## src/rtl/instruction_fetch_pkg.sv

```systemverilog
// Shared definitions for the instruction fetch stage: FSM encoding and widths.
package instruction_fetch_pkg;

  localparam int unsigned INSTR_W = 32;
  localparam logic [31:0] PC_STEP_DEFAULT = 32'd4;

  typedef enum logic {
    RUN  = 1'b0,
    MISS = 1'b1
  } fetch_state_e;

endpackage

```

## src/rtl/fetch_perf_counter.sv

```systemverilog
// Saturating 32-bit event counter with synchronous clear.
// Only built when FETCH_PERF_COUNTERS_EN is defined.
`ifdef FETCH_PERF_COUNTERS_EN
module fetch_perf_counter (
  input  logic        clock,
  input  logic        clear,
  input  logic        incEn,
  output logic [31:0] count
);

  logic [31:0] countQ, countD;

  always_comb begin
    countD = countQ;
    if (incEn && (countQ != 32'hFFFF_FFFF)) begin
      countD = countQ + 32'd1;
    end
  end

  always_ff @(posedge clock) begin
    if (clear) begin
      countQ <= 32'd0;
    end else begin
      countQ <= countD;
    end
  end

  assign count = countQ;

endmodule
`endif

```

## src/rtl/instruction_fetch.sv

```systemverilog
// Fetch stage: owns the PC, sequences icache misses, stalls and branch redirects.
// Define FETCH_PERF_COUNTERS_EN to add missCount/squashCount outputs.
module instruction_fetch
  import instruction_fetch_pkg::*;
#(
  parameter logic [31:0] RESET_PC = 32'h0000_0000,
  parameter logic [31:0] PC_STEP  = PC_STEP_DEFAULT
) (
  input  logic               clock,
  input  logic               reset,
  input  logic               stall,
  input  logic               branchTaken,
  input  logic [31:0]        branchTarget,
  output logic               icacheReq,
  output logic [31:0]        icacheAddr,
  input  logic               icacheHit,
  input  logic [INSTR_W-1:0] icacheData,
  input  logic               memReady,
  output logic [INSTR_W-1:0] instructionOutput,
  output logic [31:0]        nextPcOutput,
`ifdef FETCH_PERF_COUNTERS_EN
  output logic [31:0]        missCount,
  output logic [31:0]        squashCount,
`endif
  output logic               hitOutput
);

  fetch_state_e stateQ, stateD;
  logic [31:0]  pcQ, pcD;
  logic         pendValidQ, pendValidD;
  logic [31:0]  pendTargetQ, pendTargetD;
  logic [31:0]  alignedTarget;
  logic [31:0]  pcPlusStep;
  logic         unusedTargetBits;

  assign alignedTarget    = {branchTarget[31:2], 2'b00};
  assign unusedTargetBits = ^branchTarget[1:0];
  assign pcPlusStep       = pcQ + PC_STEP;

  assign icacheAddr        = pcQ;
  assign icacheReq         = !reset;
  assign instructionOutput = icacheData;
  assign nextPcOutput      = pcPlusStep;
  assign hitOutput         = !reset && (stateQ == RUN) && icacheHit && !stall && !branchTaken;

  always_comb begin
    stateD      = stateQ;
    pcD         = pcQ;
    pendValidD  = pendValidQ;
    pendTargetD = pendTargetQ;
    unique case (stateQ)
      RUN: begin
        if (branchTaken) begin
          pcD = alignedTarget;
        end else if (stall) begin
          pcD = pcQ;
        end else if (!icacheHit) begin
          stateD = MISS;
        end else begin
          pcD = pcPlusStep;
        end
      end
      MISS: begin
        // Branches seen during a refill are remembered; the newest one wins.
        if (branchTaken) begin
          pendValidD  = 1'b1;
          pendTargetD = alignedTarget;
        end
        if (memReady) begin
          stateD     = RUN;
          pendValidD = 1'b0;
          if (branchTaken) begin
            pcD = alignedTarget;
          end else if (pendValidQ) begin
            pcD = pendTargetQ;
          end
        end
      end
      default: stateD = RUN;
    endcase
  end

  always_ff @(posedge clock) begin
    if (reset) begin
      stateQ      <= RUN;
      pcQ         <= RESET_PC;
      pendValidQ  <= 1'b0;
      pendTargetQ <= 32'd0;
    end else begin
      stateQ      <= stateD;
      pcQ         <= pcD;
      pendValidQ  <= pendValidD;
      pendTargetQ <= pendTargetD;
    end
  end

`ifdef FETCH_PERF_COUNTERS_EN
  logic missInc, squashInc;

  assign missInc   = (stateQ == RUN) && !branchTaken && !stall && !icacheHit;
  assign squashInc = (stateQ == RUN) && branchTaken && icacheHit;

  fetch_perf_counter uMissCounter (
    .clock (clock),
    .clear (reset),
    .incEn (missInc),
    .count (missCount)
  );

  fetch_perf_counter uSquashCounter (
    .clock (clock),
    .clear (reset),
    .incEn (squashInc),
    .count (squashCount)
  );
`endif

endmodule

```

## config.mk

```make
export PLATFORM = sky130hd
export DESIGN_NAME = instruction_fetch
export DESIGN_NICKNAME = d
export VERILOG_FILES = /design/src/rtl/instruction_fetch_pkg.sv /design/src/rtl/fetch_perf_counter.sv /design/src/rtl/instruction_fetch.sv
export SDC_FILE = /design/constraint.sdc
export NUM_CORES = 1
export LEC_CHECK = 0
export BUFFER_PORTS_ARGS = -buffer_cell sky130_fd_sc_hd__clkbuf_2
export CORE_ASPECT_RATIO = 1.4
export CORE_UTILIZATION = 30
export CTS_BUF_LIST = sky130_fd_sc_hd__clkbuf_8
export DETAILED_ROUTE_END_ITERATION = 16
export PLACE_DENSITY = 0.64
export SETUP_SLACK_MARGIN = 0.15
export SYNTH_ARGS = -nofsm -noshare
export SYNTH_HDL_FRONTEND = slang
export SYNTH_SLANG_ARGS = --single-unit
```

## constraint.sdc

```tcl
create_clock -name clock -period 2.5 [get_ports clock]
set_clock_uncertainty 0.2 [all_clocks]
set_input_delay 0.125 -clock clock [delete_from_list [all_inputs] [get_ports clock]]
set_output_delay 0.125 -clock clock [all_outputs]
set_load 0.05 [all_outputs]
```

# [Yosys cells after proc, flatten, opt, wreduce, memory -nomap -nowiden]
# Index checks and enable logic that the tools add are counted.
[totals] register_bits=64 latch_bits=0 ramBits=0 romBits=0 input_bits=70 out_inout_bits=98 elab_cells=35 n_memories=0
[classes] add_sub_neg=1 mul=0 div_mod_pow=0 n_lt_le_gt_ge=0 eq_ne=4 n_shift=0 mux=14 bitwise=1 reduce_logical=11
[op_table] operator="32-bit two-way mux" n=6
[op_table] operator="32-bit one-hot mux with 2 select lines" n=1
[op_table] operator="32-bit by 3-bit adder with 32-bit output (second input constant)" n=1
[op_table] operator="1-bit two-way mux" n=6
[op_table] operator="3-bit inequality test (second input constant)" n=2
[op_table] operator="1-bit logical AND" n=4
[op_table] operator="2-bit AND reduction" n=2
[op_table] operator="4-bit AND reduction" n=1
[op_table] operator="1-bit zero test" n=3
[op_table] operator="3-bit by 2-bit inequality test with 1-bit output (second input constant)" n=1
[op_table] operator="2-bit inequality test (second input constant)" n=1
[op_table] operator="1-bit one-hot mux with 2 select lines" n=1
[op_table] operator="2-bit nonzero test" n=1
[op_table] operator="1-bit inverter" n=1

# [Depth between registers and ports, before layout]
# Gate-level depths: netlist of run 1.
[logic_depth] depth_word=5 depth_mapped=7 mapped_depth_nobuf=5

# [Worst setup path after synthesis of run 1]
# Ideal clock, no wire load.
[synth_timing] path_type="register -> output" from="reg pcQ[2], in the netlist icacheAddr[2]" to="out nextPcOutput[26]" arrival_ns=2.715 t_required_ns=2.175 setup_slack_ns=-0.540 path_stages_with_launch=6 path_buffers=0 path_cell_list="dfxtp_1 > ha_1 > nand3_4 > nor4_2 > nand4_1 > xnor2_1"
[synth_between] elab_chain_cells=1
[synth_rtl] element="start: declaration" line_no="instruction_fetch.sv:29" text="logic [31:0] pcQ, pcD;"
[synth_rtl] element="start signal: assignment" line_no="instruction_fetch.sv:91" text="pcQ <= pcD;"
[synth_rtl] element="32-bit by 3-bit adder with 32-bit output" line_no="instruction_fetch.sv:38" text="assign pcPlusStep = pcQ + PC_STEP;"
[synth_rtl] element="end: declaration" line_no="instruction_fetch.sv:20" text="output logic [31:0] nextPcOutput,"
# Every way passes these cells.

# [Worst setup path in the final report of run 1]
[layout_timing] from="reg pcQ[5], in the netlist icacheAddr[5]" to="out nextPcOutput[30]"
# Same word-level chain as after synthesis.

==> flow_summary.json, run 1 <==
{
  "syn_to_final_growth_pct": 44.6,
  "swShare_pct": 37.3,
  "layout-drive-gt1-share_pct": 35.6,
  "leakage_nw": 2.51,
  "ant_nets": 0,
  "setup_ws_ns": 0.204,
  "clkPwrFrac_pct": 30.0,
  "async_flop_share_pct": 0,
  "core_area_sq_um": 13900,
  "cpMostUsedCell": "buf_4",
  "critPathArrivalTime_ns": 1.97,
  "route.final.wire_length_mm": 14.4,
  "grt_first_pass_wirelength_mm": 22.5,
  "rsz0062_at_grt": "true",
  "maxCapViolCount": 0,
  "dp_hpwl_mm": 10.0,
  "nNetsFinal": 786,
  "crit_start": "icacheAddr[5]$_SDFFE_PP0P_",
  "tightestPinTransition_ns": 0.549,
  "slew_headroom_pct": 63.4,
  "start_util_pct": 30.7,
  "crit_required_ns": 2.17,
  "ys_seq_area_share_pct": 29.0,
  "vias_per_cell": 5.16,
  "holdCritPathClass": "input pin to flip-flop",
  "cp-end-kind": "output port",
  "antenna_found_initial": 0,
  "gr-total-overflow": 0,
  "fmax_ghz": 0.435,
  "start_kind": "flip-flop",
  "vias": 4669,
  "multi_input_area_sq_um": 2910,
  "drt_first_pass_iters": 5,
  "syn_area_per_cell_sq_um": 7.23,
  "seqCellArea_sq_um": 1330,
  "setup_viol": 0,
  "gp_routability_congestion": 0.845,
  "die_h_microns": 143,
  "dp_slack_ns": 0.190,
  "r2r-start": "stateQ$_SDFF_PP0_",
  "power.density_nw_per_um2": 457,
  "numCtsBuffers": 9,
  "cp_cell_sequence": "nand4_4, buf_4, nor4_1, buf_4, nand2_2, xnor2_2, buf_6",
  "clock-sinks": 62,
  "crit_family": "simple AND/OR/NAND/NOR gates",
  "cts_htree_levels": 3,
  "instances_no_fill": 905,
  "p_seq_share_pct": 39.6,
  "vdd_drop_max_mv": 0.248,
  "clkTransAtPathRegs_ns": 0.06,
  "dieArea_sq_um": 14700,
  "hold_viol": 0,
  "yosysWarnings": 0,
  "num_io_pins": 168,
  "place_inst": 822,
  "synth_ff_type": "dfxtp_1",
  "tns_ns": 0,
  "clkLatencyLatePin_ns": 0.35,
  "whs_ns": 0.0345,
  "crit_buf_inv": 3,
  "syn-instance-count": 591,
  "synth-seq-cells": 62,
  "final_area_sq_um": 6180,
  "synth_area_sq_um": 4270,
  "fill_cells": 1433,
  "max_stage_delay_ns": 0.39,
  "period_share_pct": 91.9,
  "postPlaceCellArea_sq_um": 5160,
  "grt_pass1_vias": 4529,
  "fp-row-count": 51,
  "critPathKind": "flip-flop to output port",
  "drt_iter0_markers": 335,
  "period_minus_slack_ns": 2.30,
  "drc": 0,
  "clock-root-buffer": "clkbuf_8",
  "port_buffers": 97,
  "p_sw_mw": 1.05,
  "cts_tree": "done",
  "worstHoldStart": "reset",
  "n_antenna_cell": 0,
  "power_frac_comb_pct": 30.5,
  "p_int_mw": 1.77,
  "wl_per_cell_microns": 16.0,
  "floorplan.die.width_microns": 103,
  "grt_use_total_pct": 19.9,
  "grt_max_degree": 49,
  "synth_cell_type_count": 63,
  "slew_violations": 0,
  "outcome": "finished clean",
  "crit_fanout": 6,
  "cp_slowest_cell": "dfxtp_4",
  "synth_edf_count": 0,
  "cts_buffer_depth": 2
}
per-layer routing:
metal / wire, microns / global-route usage, % / vias up
met5: 0 / 0 / -
met4: 653 / 13.0 / 0
met3: 774 / 4.06 / 54
met2: 6980 / 32.1 / 169
met1: 6030 / 23.6 / 2152
li1: - / - / 2294
flip-flops by register name, indices dropped and copies added (netlist names):
| name | flops |
|---|---|
| icacheAddr | 30 |
| pendTargetQ | 30 |
| pendValidQ | 1 |
| stateQ | 1 |
path summary, 6_finish.rpt:
check | end | slack, ns | depth (start not counted)
worst min-delay path | pendTargetQ[31]$_SDFFE_PP0P_ | 0.03 | 3
worst max-delay path | nextPcOutput[30] | 0.20 | 7
worst min register to register | pendTargetQ[8]$_SDFFE_PP0P_ | 0.25 | 2
worst max register to register | stateQ$_SDFF_PP0_ | 0.27 | 4
power groups by stage:
stage | logic (mW) | registers [mW] | clock network [mW]
final | 0.861 | 1.12 | 0.846
after floorplan | 0.593 | 1.24 | 0
after CTS | 0.835 | 1.12 | 0.860
after detailed placement | 0.760 | 1.15 | 0
after global placement | 0.759 | 1.15 | 0
after global routing | 0.914 | 1.12 | 0.901
tightest hold or removal path: cells and delay by family:
kind	cells	cell delay [ns]
buf+inv	2	0.35
compound gates	1	0.06
final cells by class:
| type | instances | share of cell area [%] |
|---|---|---|
| clock inverters | 4 | 0.344 |
| well taps | 185 | 3.75 |
| clock buffers | 12 | 2.67 |
| flip-flops and latches | 62 | 21.5 |
| multi-input cells | 430 | 47.1 |
| inverters | 16 | 0.972 |
| repair buffers | 196 | 23.7 |
cells in the mapped netlist, drive strengths merged (6+ instances only):
cell    count  share of area, %
dfxtp      62                29
nand2     122                11
nor2b       6              0.88
a21oi      61               7.1
nand3b      7               1.2
xnor2      20               4.1
buf        52               8.0
clkbuf     34               3.0
nand4      21               3.9
o211ai     11               1.9
o32ai       6               1.2
nand3      16               2.2
nor4       11               1.8
a31oi       6              0.88
nor2       19               1.7
nor3       10               1.2
and4        7               1.5
inv        15               1.3
or3         6              0.88
o21ai      26               3.0
mux2i      12               2.8
repair_timing:
item,in CTS,in global routing
cloned,0,1
hold endpoints to repair,44,0
hold buffers,33,0
setup buffers,19,14
endpoints found under the setup margin,17,19
pin swaps,8,16
gates resized for setup,31,41
cell usage in the layout, fill, tap and decap left out, types with 12 or more instances in the layout:
cell type / instances
inv_1: 16
clkbuf_8: 12
dlygate4sd3_1: 33
nor2_1: 17
a21oi_1: 61
o21ai_0: 26
clkbuf_2: 83
dfxtp_1: 36
mux2i_1: 12
buf_4: 62
nand3_1: 13
dfxtp_4: 23
nand4_1: 18
nand2_1: 120
metrics by stage:
step,power (mW),utilization [%]
after floorplan,1.83,-
after global placement,1.91,37.1
after detailed placement,1.91,37.1
after CTS,2.82,42.7
after global routing,2.94,44.4
final,2.82,44.4
kinds of logic (layout without fill, tap and decap cells):
| logic type | count (synthesis) | after routing | share of synthesized area (%) |
|---|---|---|---|
| flops | 62 | 62 | 29.0 |
| buf+inv | 102 | 228 | 12.4 |
| mux | 12 | 12 | 2.81 |
| fa+ha+maj | 1 | 1 | 0.293 |
| other cells | 1 | 4 | 0.0878 |
| xor+xnor | 25 | 25 | 5.12 |
| simple gates | 248 | 248 | 29.8 |
| compound gates | 140 | 140 | 20.4 |
Note: power is estimated with default switching activity, not from simulation.
==> run 2: changes to the inputs <==
--- a/constraint.sdc
+++ b/constraint.sdc
@@ -3,3 +3,3 @@
 set_input_delay 0.125 -clock clock [delete_from_list [all_inputs] [get_ports clock]]
 set_output_delay 0.125 -clock clock [all_outputs]
-set_load 0.05 [all_outputs]
+set_load 0.005 [all_outputs]
==> flow_summary.json, run 2 (synthesized netlist as in run 1, its figures left out) <==
{
  "final_cell_mix": "122 x nand2_1, 96 x clkbuf_2, 61 x a21oi_1",
  "crit_required_ns": 2.17,
  "cpMostUsedCell": "buf_4",
  "drt_first_pass_iters": 5,
  "r2r_cells": 5,
  "fill_cells": 1507,
  "met1_usage_pct": 24.9,
  "cts_tree": "done",
  "drt_iter0_markers": 361,
  "power.density_nw_per_um2": 459,
  "port_buffers": 97,
  "final_common_cell": "nand2_1",
  "critPathArrivalTime_ns": 1.97,
  "clock-sinks": 62,
  "fp-row-count": 51,
  "start_util_pct": 30.7,
  "drc": 0,
  "rr_endpoint": "icacheAddr[17]$_SDFFE_PP0P_",
  "setup_viol": 0,
  "grt_first_pass_wirelength_mm": 22.3,
  "grt_pass1_vias": 4331,
  "dieArea_sq_um": 14700,
  "period_minus_slack_ns": 2.29,
  "wl_per_cell_microns": 16.6,
  "numCtsBuffers": 9,
  "vias": 4715,
  "tightestPinTransition_ns": 0.746,
  "route.final.wire_length_mm": 14.8,
  "r2r_slack_ns": 0.36,
  "fmax_ghz": 0.437,
  "min_path_cells": 4,
  "cp_slowest_cell": "dfxtp_2",
  "gr-total-overflow": 0,
  "place_inst": 824,
  "clkLatencyLatePin_ns": 0.36,
  "dp_hpwl_mm": 10.0,
  "vdd_drop_max_mv": 0.231,
  "nNetsFinal": 771,
  "die_h_microns": 143,
  "max_stage_delay_ns": 0.36,
  "r2r-start": "stateQ$_SDFF_PP0_",
  "core_area_sq_um": 13900,
  "dp_slack_ns": 0.295,
  "cp_cell_sequence": "buf_4, nand4_1, nor4_2, buf_4, and3b_2, xor2_1, clkbuf_2",
  "crit_fanout": 7,
  "rsz0062_at_grt": "false",
  "gp_routability_congestion": 0.866,
  "layout-drive-gt1-share_pct": 30.8,
  "maxCapViolCount": 0,
  "instances_no_fill": 890,
  "outcome": "finished clean",
  "hold_viol": 0,
  "syn_to_final_growth_pct": 31.8,
  "start_kind": "flip-flop",
  "cp-end-kind": "output port",
  "ant_nets": 0,
  "slew_violations": 0,
  "seqCellArea_sq_um": 1300,
  "antenna_found_initial": 0,
  "worstHoldStart": "reset",
  "multi_input_area_sq_um": 2630,
  "clock-root-buffer": "clkbuf_8",
  "leakage_nw": 2.21,
  "cts_buffer_depth": 2,
  "setup_ws_ns": 0.209,
  "grt-busiest-layer": "met2",
  "vias_per_cell": 5.30,
  "critPathKind": "flip-flop to output port",
  "holdCritPathClass": "input pin to flip-flop",
  "met3_usage_pct": 3.52,
  "clkTransAtPathRegs_ns": 0.08,
  "n_antenna_cell": 0,
  "period_share_pct": 91.6,
  "grt_use_met2_pct": 32.3,
  "grt_use_total_pct": 19.8,
  "slew_headroom_pct": 49.9,
  "num_io_pins": 168,
  "cts_htree_levels": 3,
  "floorplan.die.width_microns": 103,
  "grt_max_degree": 37,
  "hold_end": "icacheAddr[31]$_SDFFE_PP0P_",
  "tns_ns": 0
}
==> run 2: worst max-delay path by stage <==
stage | from | to | slack (ns) | cells after the start
after global placement | icacheAddr[8]$_SDFFE_PP0P_ | nextPcOutput[22] | 0.34 | 6
final | icacheAddr[17]$_SDFFE_PP0P_ | nextPcOutput[31] | 0.21 | 7
after detailed placement | icacheAddr[8]$_SDFFE_PP0P_ | nextPcOutput[26] | 0.29 | 6
after floorplan | icacheAddr[2]$_SDFFE_PP0P_ | icacheAddr[24]$_SDFFE_PP0P_ | 0.34 | 5
after global routing | icacheAddr[18]$_SDFFE_PP0P_ | nextPcOutput[26] | 0.11 | 6
after CTS | icacheAddr[2]$_SDFFE_PP0P_ | nextPcOutput[24] | 0.11 | 6
==> run 2: per-stage QoR <==
stage	instance area [sq um]	util [%]	hold WS [ns]	power (mW)
floorplan	4280	-	0.0240	1.42
global placement	4810	34.6	0.0500	1.60
detailed placement	4810	34.6	0.0500	1.60
CTS	5430	39.0	0.0252	2.58
global route	5630	40.5	0.0500	2.69
finish	5630	40.5	0.0427	2.58
==> run 2: layer usage <==
| layer | up-vias | routed length (microns) |
|---|---|---|
| met2 | 192 | 7050 |
| met1 | 2220 | 6180 |
| met3 | 40 | 1020 |
| met4 | 0 | 501 |
| li1 | 2263 | - |
| met5 | - | 0 |
==> run 2: worst max-delay path, delay by kind of cell, from the launching register on <==
kind                      cells  cell delay [ns]
xor gates and xnor gates      1             0.14
buffers and inverters         3             0.46
DFF                           1             0.36
and+or+nand+nor               3             0.65
==> run 2: area by class of cell <==
cell class                      instances  share of cell area [%]
Tap cell                              185                    4.11
Clock buffer                           11                    2.69
Sequential cell                        62                    23.0
Clock inverter                          5                   0.867
Inverter                               16                    1.07
Multi-Input combinational cell        431                    46.6
Timing Repair Buffer                  180                    21.6
==> run 2: power breakdown <==
part           switching [mW]  internal (mW)
registers              0.0782           1.04
clock network           0.432          0.507
logic                   0.282          0.247
==> run 2: what timing repair did <==
| action | 4_1_cts | 5_1_grt |
|---|---|---|
| pin swaps | 2 | 9 |
| buffers inserted | 3 | 13 |
| endpoints found under the setup margin | 15 | 15 |
| resized for setup | 26 | 30 |
| gates cloned | 0 | 1 |
| hold buffers | 33 | 0 |
| hold endpoints to repair | 44 | 0 |
